File: src/rtl/playback_rate_engine_if.sv
// Codec-side request/response and SRAM read port of the playback engine, bundled.
interface playback_rate_engine_if #(
  parameter int ADDR_W = 18,
  parameter int DATA_W = 16
);
  logic              sample_req;
  logic              fast;
  logic              slow;
  logic              interp;
  logic [3:0]        rate;
  logic              pause;
  logic              stop;
  logic [ADDR_W-1:0] end_addr;
  logic              rd_req;
  logic              rd_ack;
  logic [DATA_W-1:0] rd_data;
  logic [ADDR_W-1:0] address;
  logic [DATA_W-1:0] dac_sample;
  logic              dac_valid;
  logic              done;
  logic              overrun;

  modport master (
    output sample_req, fast, slow, interp, rate, pause, stop, end_addr, rd_ack, rd_data,
    input  rd_req, address, dac_sample, dac_valid, done, overrun
  );
  modport slave (
    input  sample_req, fast, slow, interp, rate, pause, stop, end_addr, rd_ack, rd_data,
    output rd_req, address, dac_sample, dac_valid, done, overrun
  );
endinterface

File: src/rtl/playback_rate_engine.sv
// Per codec frame request: fetch SRAM samples, apply skip / hold / linear-interp
// speed ratio, return one sample plus the current play address.
module playback_rate_engine #(
  parameter int ADDR_W    = 18,
  parameter int DATA_W    = 16,
  parameter int FRAME_MIN = 32
) (
  input  logic                  clk,
  input  logic                  reset,
  playback_rate_engine_if.slave bus
);
  localparam int DIV_W = DATA_W + 4;  // |cur-prev| * k with k < 8

  typedef enum logic [1:0] {S_IDLE, S_FETCH, S_CALC, S_OUT} state_t;
  typedef enum logic [1:0] {OP_ZERO, OP_HOLD, OP_CUR, OP_INTERP} op_t;
  typedef struct packed {
    logic       fast;
    logic       slow;
    logic       interp;
    logic [3:0] rate;
  } mode_t;
  localparam mode_t MODE_NORMAL = '{fast: 1'b1, slow: 1'b0, interp: 1'b0, rate: 4'd1};

  // Worst-case frame: accept, fetch, divider load, DIV_W steps, output.
  if (FRAME_MIN <= DIV_W + 3) begin : g_frame_chk
    $error("FRAME_MIN too small for interpolation latency");
  end

  state_t              state, state_nxt;
  op_t                 op;
  mode_t               mode_q, mode_new;
  logic [2:0]          k, k_acc;
  logic [DATA_W-1:0]   prev, cur;
  logic [ADDR_W-1:0]   address;
  logic [DATA_W-1:0]   dac_sample;
  logic                dac_valid, done, overrun, rd_req;
  logic [3:0]          rate_eff;
  logic                is_slow;

  logic [DIV_W-1:0]    div_q;
  logic [3:0]          div_rem;
  logic [4:0]          div_cnt;
  logic                div_busy, div_neg, div_last, div_ge;
  logic [4:0]          div_trial, div_sub;
  logic [DATA_W:0]     diff, diff_abs;
  logic [DIV_W:0]      quot_s, interp_y;

  logic                k_wrap, past_end;
  logic [3:0]          step;
  logic [ADDR_W:0]     addr_sum;

  // Mode decode at accept; normal play is fast mode with ratio 1.
  always_comb begin
    rate_eff = (bus.rate == 4'd0 || bus.rate > 4'd8) ? 4'd1 : bus.rate;
    is_slow  = bus.slow && !bus.fast;
    mode_new = '{fast: !is_slow, slow: is_slow, interp: is_slow && bus.interp,
                 rate: (bus.fast || is_slow) ? rate_eff : 4'd1};
    k_acc    = (mode_new != mode_q) ? 3'd0 : k;
  end

  always_comb begin
    diff      = {cur[DATA_W-1], cur} - {prev[DATA_W-1], prev};
    diff_abs  = diff[DATA_W] ? -diff : diff;
    div_trial = {div_rem, div_q[DIV_W-1]};
    div_ge    = div_trial >= {1'b0, mode_q.rate};
    div_sub   = div_trial - {1'b0, mode_q.rate};
    div_last  = div_busy && (div_cnt == 5'd1);
    quot_s    = div_neg ? -{1'b0, div_q} : {1'b0, div_q};
    interp_y  = {{(DIV_W+1-DATA_W){prev[DATA_W-1]}}, prev} + quot_s;
  end

  always_comb begin
    k_wrap   = ({1'b0, k} == mode_q.rate - 4'd1);
    step     = mode_q.fast ? mode_q.rate : (k_wrap ? 4'd1 : 4'd0);
    addr_sum = {1'b0, address} + {{(ADDR_W-3){1'b0}}, step};
    past_end = addr_sum > {1'b0, bus.end_addr};
  end

  always_ff @(posedge clk) begin
    if (reset) state <= S_IDLE;
    else       state <= state_nxt;
  end

  always_comb begin
    state_nxt = state;
    rd_req    = 1'b0;
    case (state)
      S_IDLE: if (bus.sample_req) begin
        if (bus.stop || bus.pause || done)  state_nxt = S_OUT;
        else if (!is_slow || k_acc == 3'd0) state_nxt = S_FETCH;
        else if (mode_new.interp)           state_nxt = S_CALC;
        else                                state_nxt = S_OUT;
      end
      S_FETCH: begin
        rd_req = 1'b1;
        if (bus.rd_ack) state_nxt = mode_q.interp ? S_CALC : S_OUT;
      end
      S_CALC:  if (div_last) state_nxt = S_OUT;
      S_OUT:   state_nxt = S_IDLE;
      default: state_nxt = S_IDLE;
    endcase
  end

  always_ff @(posedge clk) begin
    if (reset) begin
      op         <= OP_ZERO;
      mode_q     <= MODE_NORMAL;
      k          <= '0;
      prev       <= '0;
      cur        <= '0;
      address    <= '0;
      dac_sample <= '0;
      dac_valid  <= 1'b0;
      done       <= 1'b0;
      overrun    <= 1'b0;
      div_q      <= '0;
      div_rem    <= '0;
      div_cnt    <= '0;
      div_busy   <= 1'b0;
      div_neg    <= 1'b0;
    end else begin
      dac_valid <= 1'b0;
      if (bus.sample_req && state != S_IDLE) overrun <= 1'b1;
      case (state)
        S_IDLE: if (bus.sample_req) begin
          div_busy <= 1'b0;
          if (bus.stop) begin
            address <= '0;
            k       <= '0;
            done    <= 1'b0;
            op      <= OP_ZERO;
          end else if (bus.pause || done) begin
            op <= OP_HOLD;
          end else begin
            mode_q <= mode_new;
            k      <= k_acc;
            op     <= mode_new.interp ? OP_INTERP : OP_CUR;
          end
        end
        S_FETCH: if (bus.rd_ack) begin
          prev <= cur;
          cur  <= bus.rd_data;
        end
        // Restoring divide of |(cur-prev)*k| by rate; sign reapplied afterwards.
        S_CALC: begin
          if (!div_busy) begin
            div_q    <= DIV_W'(diff_abs[DATA_W-1:0]) * DIV_W'(k);
            div_neg  <= diff[DATA_W];
            div_rem  <= '0;
            div_cnt  <= 5'(DIV_W);
            div_busy <= 1'b1;
          end else begin
            div_q   <= {div_q[DIV_W-2:0], div_ge};
            div_rem <= div_ge ? div_sub[3:0] : div_trial[3:0];
            div_cnt <= div_cnt - 5'd1;
          end
        end
        S_OUT: begin
          dac_valid <= 1'b1;
          case (op)
            OP_ZERO:   dac_sample <= '0;
            OP_HOLD:   dac_sample <= dac_sample;
            OP_CUR:    dac_sample <= cur;
            OP_INTERP: dac_sample <= interp_y[DATA_W-1:0];
            default:   dac_sample <= dac_sample;
          endcase
          if (op == OP_CUR || op == OP_INTERP) begin
            if (!mode_q.fast) k <= k_wrap ? 3'd0 : k + 3'd1;
            if (step != 4'd0) begin
              if (past_end) begin
                address <= bus.end_addr;
                done    <= 1'b1;
              end else begin
                address <= addr_sum[ADDR_W-1:0];
              end
            end
          end
        end
        default: ;
      endcase
    end
  end

  assign bus.rd_req     = rd_req;
  assign bus.address    = address;
  assign bus.dac_sample = dac_sample;
  assign bus.dac_valid  = dac_valid;
  assign bus.done       = done;
  assign bus.overrun    = overrun;
endmodule

File: src/flat_wrapper.sv
// flat-port wrapper written by rule: the top's interface ports become plain ports
module playback_rate_engine_flat 
#(
  parameter int ADDR_W    = 18,
  parameter int DATA_W    = 16,
  parameter int FRAME_MIN = 32
)
  (clk, reset, bus_sample_req, bus_fast, bus_slow, bus_interp, bus_rate, bus_pause, bus_stop, bus_end_addr, bus_rd_ack, bus_rd_data, bus_rd_req, bus_address, bus_dac_sample, bus_dac_valid, bus_done, bus_overrun);
  playback_rate_engine_if #(.ADDR_W(ADDR_W), .DATA_W(DATA_W)) bus_i ();
  input  logic clk;
  input  logic reset;
  input wire logic [$bits(bus_i.sample_req)-1:0] bus_sample_req;
  input wire logic [$bits(bus_i.fast)-1:0] bus_fast;
  input wire logic [$bits(bus_i.slow)-1:0] bus_slow;
  input wire logic [$bits(bus_i.interp)-1:0] bus_interp;
  input wire logic [$bits(bus_i.rate)-1:0] bus_rate;
  input wire logic [$bits(bus_i.pause)-1:0] bus_pause;
  input wire logic [$bits(bus_i.stop)-1:0] bus_stop;
  input wire logic [$bits(bus_i.end_addr)-1:0] bus_end_addr;
  input wire logic [$bits(bus_i.rd_ack)-1:0] bus_rd_ack;
  input wire logic [$bits(bus_i.rd_data)-1:0] bus_rd_data;
  output wire logic [$bits(bus_i.rd_req)-1:0] bus_rd_req;
  output wire logic [$bits(bus_i.address)-1:0] bus_address;
  output wire logic [$bits(bus_i.dac_sample)-1:0] bus_dac_sample;
  output wire logic [$bits(bus_i.dac_valid)-1:0] bus_dac_valid;
  output wire logic [$bits(bus_i.done)-1:0] bus_done;
  output wire logic [$bits(bus_i.overrun)-1:0] bus_overrun;
  assign bus_i.sample_req = bus_sample_req;
  assign bus_i.fast = bus_fast;
  assign bus_i.slow = bus_slow;
  assign bus_i.interp = bus_interp;
  assign bus_i.rate = bus_rate;
  assign bus_i.pause = bus_pause;
  assign bus_i.stop = bus_stop;
  assign bus_i.end_addr = bus_end_addr;
  assign bus_i.rd_ack = bus_rd_ack;
  assign bus_i.rd_data = bus_rd_data;
  assign bus_rd_req = bus_i.rd_req;
  assign bus_address = bus_i.address;
  assign bus_dac_sample = bus_i.dac_sample;
  assign bus_dac_valid = bus_i.dac_valid;
  assign bus_done = bus_i.done;
  assign bus_overrun = bus_i.overrun;
  playback_rate_engine #(.ADDR_W(ADDR_W), .DATA_W(DATA_W), .FRAME_MIN(FRAME_MIN)) u_core (.clk(clk), .reset(reset), .bus(bus_i));
endmodule
File: config.mk
export PLATFORM = sky130hd
export DESIGN_NAME = playback_rate_engine_flat
export DESIGN_NICKNAME = d
export VERILOG_FILES = /design/src/rtl/playback_rate_engine_if.sv /design/src/rtl/playback_rate_engine.sv /design/src/flat_wrapper.sv
export SDC_FILE = /design/constraint.sdc
export NUM_CORES = 1
export LEC_CHECK = 0
export CAP_MARGIN = 20
export CORE_MARGIN = 2
export CORE_UTILIZATION = 28
export CTS_CLUSTER_DIAMETER = 30
export CTS_CLUSTER_SIZE = 28
export DETAILED_ROUTE_END_ITERATION = 12
export SLEW_MARGIN = 40
export SYNTH_ARGS = -nofsm -noshare
export SYNTH_HDL_FRONTEND = slang
export SYNTH_SLANG_ARGS = --single-unit
File: constraint.sdc
create_clock -name clk -period 6.15 [get_ports clk]
set_input_delay 0.615 -clock clk [delete_from_list [all_inputs] [get_ports clk]]
set_output_delay 0.615 -clock clk [all_outputs]
set_load 0.02 [all_outputs]
==> impl_results.md, run 1 <==
* Max-cap violations at 0
* IO buf count at 84
* Worst hold slack at between 400 and 500 ps
* Wire length per cell at approximately 16 um
* DR pass1 iterations at 7
* Starting Density at 28.4%
* Post-layout min period at 5740 ps
* DIE HEIGHT at about 190 um
* Post-synth EDFFs at 0
* Min-delay worst type: reg2reg
* Initial DRC Count at 662
* Placer Congestion at between 0.8 and 0.9
* Fillers at about 3500
* FF-to-FF Start: u_core.prev[7]
* Flop-to-flop setup slack at just over 400 ps
* RSZ-0062 raised after global routing: no
* Hold path cells at 2
* HPWL Detailed at about 21000 um
* Net Count, Synth at 1424
* Final Hold Fails at 0
* Pin count of the biggest net entering global routing at 71
* Number of global-route vias before repair at a little under 9000
* Antenna violations before repair at 0
* GRT Overall Usage at approximately 16%
* CP Class: reg2reg
* Gate Count Post-Synth at about 1300
* Post-Syn Area per Cell at around 7.5 um2
* Area delta synth->final at 20.7%
* CTS tree: yes
* Clock skew at around 9.2 ps
* Slew margin rel. at 44.8%
* Boundary Pins at 85
* Setup violation total in the final timing report at 0
* Total congestion overflow at 0
* Worst skew pair latency at roughly 430 ps
* Drt via density at 5.13
* Critical Path RT at about 6500 ps
* FF-to-FF End: u_core.div_q[17]
* Routed vias at 9219
* Max Buffers Root-to-Sink at 2
* Worst Reg2Reg Path Length in Cells at 22
* YS warnings at 0
* Ant diodes at 0
* First-pass GRT wire length at roughly 46000 um
* Cts hold-fix bufs at 0
* CP arrival at 6080 ps
* Footprint of the multi-input gates at around 0.0066 mm2
* # DRC at 0
* Peak VDD IR at approximately 0.15 mV
* Unique masters post-synth at 76
* Status: finished, final reports clean
* H-tree Lvls at 4
* Sequential Area at between 0.002 and 0.0025 mm2
* Setup TNS at 0 ps
* Crit path to: u_core.div_q[17]
* Setup crit end kind: flop
* Die area at approximately 0.036 mm2
* Fin nets at ~1500
* Remaining antenna violation count at 0
* Fmax at 174 MHz
* FFs w/ async S/R, synth at 0%
* Core Area at about 0.034 mm2
* Die X at between 150 and 200 um
* Max Fanout on Critical Path at 6
* Worst setup path start: u_core.prev[7]
* Core Rows at 67
* CP Launch Type: flop
* Clock root buffer: clkbuf_16
* #FFs+latches synth at roughly 110
* Power Total at roughly 3.6 mW
* Part of the Yosys area used for sequential elements at between 20% and 30%
* # clock sinks at 114
* Post-Syn Area at ~0.0095 mm2
* Cts bufs inserted at 17
* Pleak at ~4.7 nW
* Share of post-route cells with drive strength above 1 at under 10%
* Primary FF master, synth: dfxtp_1
* Max Slew Vio Count at 0
* P per Cell Area at 317 mW/mm2
* CTS clk-pin slew, worst paths at about 60 ps
* Routed WL at around 28000 um
* Slew @ Worst Pin at a little over 800 ps
* Period utilization at between 90% and 100%
==> metrics by stage <==
step / area, um2 / instances / utilization [%] / setup WS (ps)
5_1_grt: 11500 / 1798 / 34.3 / 37.4
3_3_place_gp: 10800 / 1763 / 32.2 / 329
4_1_cts: 11400 / 1795 / 34.1 / 103
6_report: 11500 / 1798 / 34.3 / 408
2_1_floorplan: 9520 / 1273 / - / 763
3_5_place_dp: 10800 / 1763 / 32.2 / 142
==> cells in the mapped netlist (all sizes together), types with 8 or more instances <==
cell	n	area share, %
nand2	190	7.5
inv	116	4.6
dfxtp	114	24
nor2	114	4.5
a21oi	106	5.6
ha	85	11
xnor2	56	5.2
o21ai	55	3.0
clkbuf	46	1.8
nand3	44	2.3
nor3	22	1.2
a21o	21	1.7
xor2	20	1.8
fa	19	4.0
a211oi	18	1.5
mux2i	17	1.8
o311ai	16	1.5
o211ai	14	1.1
a31oi	12	0.79
nor2b	11	0.72
or2	10	0.66
or3	10	0.67
buf	9	0.58
nand2b	9	0.59
nand4	9	0.59
and3	8	0.53
==> cell usage in the layout (no fill, tap or decap), types with 20 or more instances in the layout <==
master | Yosys | routed
nand2_1 | 190 | 189
inv_1 | 116 | 116
nor2_1 | 114 | 114
dfxtp_1 | 114 | 114
a21oi_1 | 105 | 103
ha_1 | 85 | 85
clkdlybuf4s50_1 | 0 | 83
xnor2_1 | 56 | 55
o21ai_0 | 50 | 50
nand3_1 | 44 | 44
nor3_1 | 22 | 21
xor2_1 | 20 | 20
==> worst min-delay path by stage <==
stage                     slack, ps                 end          startpoint
after floorplan                 450    u_core.div_q[16]    u_core.div_q[16]
after global placement          450  u_core.bus.overrun  u_core.bus.overrun
after detailed placement        460  u_core.bus.overrun  u_core.bus.overrun
after CTS                       480      u_core.prev[8]      u_core.prev[8]
after global routing            490      u_core.prev[8]      u_core.prev[8]
final                           470  u_core.bus.overrun  u_core.bus.overrun
==> repair_timing <==
| action | in CTS | in global routing |
|---|---|---|
| gates resized for setup | 0 | 7 |
| buffers inserted | 0 | 3 |
| endpoints found under the setup margin | 0 | 3 |
==> report_power, final <==
part	internal [mW]	switching, mW	leakage, nW
logic	0.632	1.03	3.45
clock network	0.672	0.385	0.302
registers	0.812	0.109	0.923
==> worst max-delay path, stage by stage (launching register included) <==
cell	delay, ps
dfxtp_1	370
inv_1	60
ha_1	330
a21o_1	260
o31a_1	300
a2111o_1	490
a31oi_1	280
o21ai_2	140
buf_4	160
a21oi_1	150
xor2_1	300
nand2_1	130
fa_1	560
inv_1	40
ha_1	350
a21oi_1	340
o21ai_0	230
a21oi_2	180
a21oi_1	100
and4_1	240
a2111oi_4	310
xor2_1	100
a211oi_1	230
==> area by class of cell <==
cell class,count,share of cell area (%)
tap,448,4.88
inverter,117,3.82
clock buffer,25,4.57
multi-input combinational,987,57.7
timing repair buffer,100,8.32
sequential,114,19.9
clock inverter,7,0.817
==> flip-flops by register name (all words and copies together) (netlist names), 2 cells and up <==
| signal | count |
|---|---|
| u_core.bus.address | 18 |
| u_core.bus.dac_sample | 16 |
| u_core.div_rem | 4 |
| u_core.prev | 16 |
| u_core.cur | 16 |
| u_core.k | 3 |
| u_core.div_q | 20 |
| u_core.mode_q | 7 |
| u_core.state | 2 |
| u_core.op | 2 |
| u_core.div_cnt | 5 |
==> logic make-up (layout without fill, tap and decap cells) <==
group	count (synthesis)	after routing	synth area share (%)
AO/OA/AOI/OAI	328	328	23.1
XOR/XNOR	76	76	6.99
adder cells (fa/ha/maj)	104	104	15.2
buffers and inverters	172	249	7.00
flip-flops	114	114	24.0
multiplexers	19	19	2.02
AND/OR/NAND/NOR	460	460	21.8
==> per-layer routing <==
metal	vias up	global-route usage [%]	share of wire (%)
met5	-	0	0
met4	0	4.39	1.5
met3	29	2.44	4.8
met2	217	26.4	47
met1	4381	21.2	46
li1	4592	-	-
No activity file was read; power rests on OpenSTA's default activity.
==> inputs of run 2 (changes only) <==
Settings changed: PLACE_DENSITY_LB_ADDON set to 0.05.
==> run 2 against run 1 <==
Against the previous run: clock skew is 1.9 ps higher; cell count grew 0.17%; setup slack improved by 160 ps; sequential power decreased by 0.4%; clock power fell by 8%; critical endpoint unchanged; register-to-register slack gained 160 ps; global-route usage is 1.7 points higher; total power is 1.8% higher; critical path type unchanged; via count down 2.0%; die area stayed put.
==> impl_results.md, run 2 (synthesis results as in run 1) <==
* Status: finished, final reports clean
* Antenna violations before repair at 0
* Starting Density at 28.4%
* CP Class: reg2reg
* Most frequent cells in the layout: nand2_1, inv_1, nor2_1, dfxtp_1, a21oi_1
* Min-delay worst type: in2reg
* Core Rows at 67
* CP bufs+invs at 3
* Number of global-route vias before repair at slightly below 9000
* Share of post-route cells with drive strength above 1 at 6.65%
* Top reg by flops: u_core.div_q
* Setup TNS at 0 ps
* Top Registers: u_core.div_q: 20 flops, u_core.bus.address: 18 flops
* # DRC at 0
* Layout Cells excl Fill at between 1500 and 2000
* Pin count of the biggest net entering global routing at 88
* CP Launch Type: flop
* Period utilization at ~90%
* Largest stage delay, worst path at 550 ps
* CTS tree: yes
* # clock sinks at ~110
* Worst skew pair latency at roughly 430 ps
* Die X at 188 um
* Max Slew Vio Count at 0
* Setup violation total in the final timing report at 0
* Max reg flops at 20
* CP arrival at slightly below 6000 ps
* Total congestion overflow at 0
* Setup crit end kind: flop
* Wire length per cell at roughly 17 um
* Cts hold-fix bufs at 0
* Slew @ Worst Pin at slightly above 800 ps
* Max Fanout on Critical Path at 8
* Boundary Pins at between 80 and 90
* Die area at between 0.03 and 0.04 mm2
* DIE HEIGHT at roughly 190 um
* Pleak at roughly 4.7 nW
* Clock skew at approximately 11 ps
* Top delay family on crit path: compound AO/OA/AOI/OAI gates
* Commonest non-fill, non-tap cell in the layout: nand2_1
* Clock root buffer: clkbuf_16
* Routed WL at around 31000 um
* RSZ-0062 raised after global routing: no
* P per Cell Area at ~320 mW/mm2
* Peak VDD IR at 0.206 mV
* Routed vias at around 9000
* Placed instance area at around 0.011 mm2
* Final worst slack at around 570 ps
* Worst path cell trace: inv_1 > ha_1 > a21o_1 > nand2_1 > nand3_1 > a2111o_1 > a31oi_4 > o21a_1 > o21ai_0 > xnor2_1 > buf_4 > nand2_1 > fa_1 > inv_1 > ha_1 > and2_1 > a221o_1 > a21oi_1 > a21oi_1 > and4_1 > a2111oi_2 > xor2_1 > a211oi_1
* Ant diodes at 0
* Drt via density at around 5
* Post-layout min period at 5580 ps
* Placer Congestion at 0.802
* GRT Overall Usage at between 10% and 20%
* Cts bufs inserted at 17
* Worst hold slack at ~430 ps
* HPWL Detailed at 23600 um
* Area delta synth->final at 20.5%
* Final Hold Fails at 0
* H-tree Lvls at 4
* IO buf count at 84
* Fmax at about 180 MHz
* Remaining antenna violation count at 0
* Placed insts at about 1800
* Slew margin rel. at between 40% and 50%
* Fin nets at between 1000 and 1500
* Core Area at roughly 0.034 mm2
* First-pass GRT wire length at between 40000 and 50000 um
* Post-placement worst setup slack at between 200 and 250 ps
* CTS clk-pin slew, worst paths at around 60 ps
* Critical Path RT at ~6500 ps
* Critical-path top delay cell: fa_1
* Design Area, Final at roughly 0.011 mm2
* Max-cap violations at 0
* DR pass1 iterations at 5
* Initial DRC Count at approximately 440
* Max Buffers Root-to-Sink at 2
[run 2: worst reg2reg max path, stage by stage, from the launching register on]
cell	delay [ps]
dfxtp_1	360
inv_1	60
ha_1	370
a21o_1	240
nand2_1	130
nand3_1	110
a2111o_1	510
a31oi_4	230
o21a_1	190
o21ai_0	120
xnor2_1	330
buf_4	170
nand2_1	70
fa_1	550
inv_1	40
ha_1	330
and2_1	180
a221o_1	360
a21oi_1	200
a21oi_1	110
and4_1	220
a2111oi_2	310
xor2_1	100
a211oi_1	220
[run 2: metrics by stage]
step	power [mW]	utilization, %
floorplan	2.09	-
global placement	2.70	32.3
detailed placement	2.69	32.3
CTS	3.69	34.0
global route	3.99	34.2
finish	3.71	34.2
[run 2: path summary, 6_finish.rpt]
check	slack [ps]	from	to	depth (start not counted)
max	570	u_core.prev[4]	u_core.div_q[17]	23
min	430	reset	u_core.bus.dac_valid	2
max reg2reg	570	u_core.prev[4]	u_core.div_q[17]	23
min reg2reg	460	u_core.bus.dac_sample[1]	u_core.bus.dac_sample[1]	2
[run 2: layout make-up]
class | count | area [um2]
Timing Repair Buffer | 106 | 1010
Sequential cell | 114 | 2280
Tap cell | 448 | 561
Clock buffer | 22 | 464
Multi-Input combinational cell | 987 | 6630
Inverter | 117 | 439
Clock inverter | 7 | 85.1
Fill cell | 3642 | 22100
[run 2: repair_timing]
item | in CTS | in global routing
buffers inserted | 0 | 4
gates resized for setup | 0 | 9
setup endpoints to repair | 0 | 7
[run 2: layer usage]
metal	global-route usage [%]	part of all wire [%]	vias up
met4	4.36	1.3	0
met5	0	0	-
met3	3.24	3.0	23
li1	-	-	4607
met1	23.9	50	4291
met2	28.6	45	112
[run 2: where the power goes]
group / leakage, nW / internal (mW) / switching, mW
clock: 0.275 / 0.606 / 0.368
combinational: 3.48 / 0.696 / 1.12
sequential: 0.923 / 0.812 / 0.105
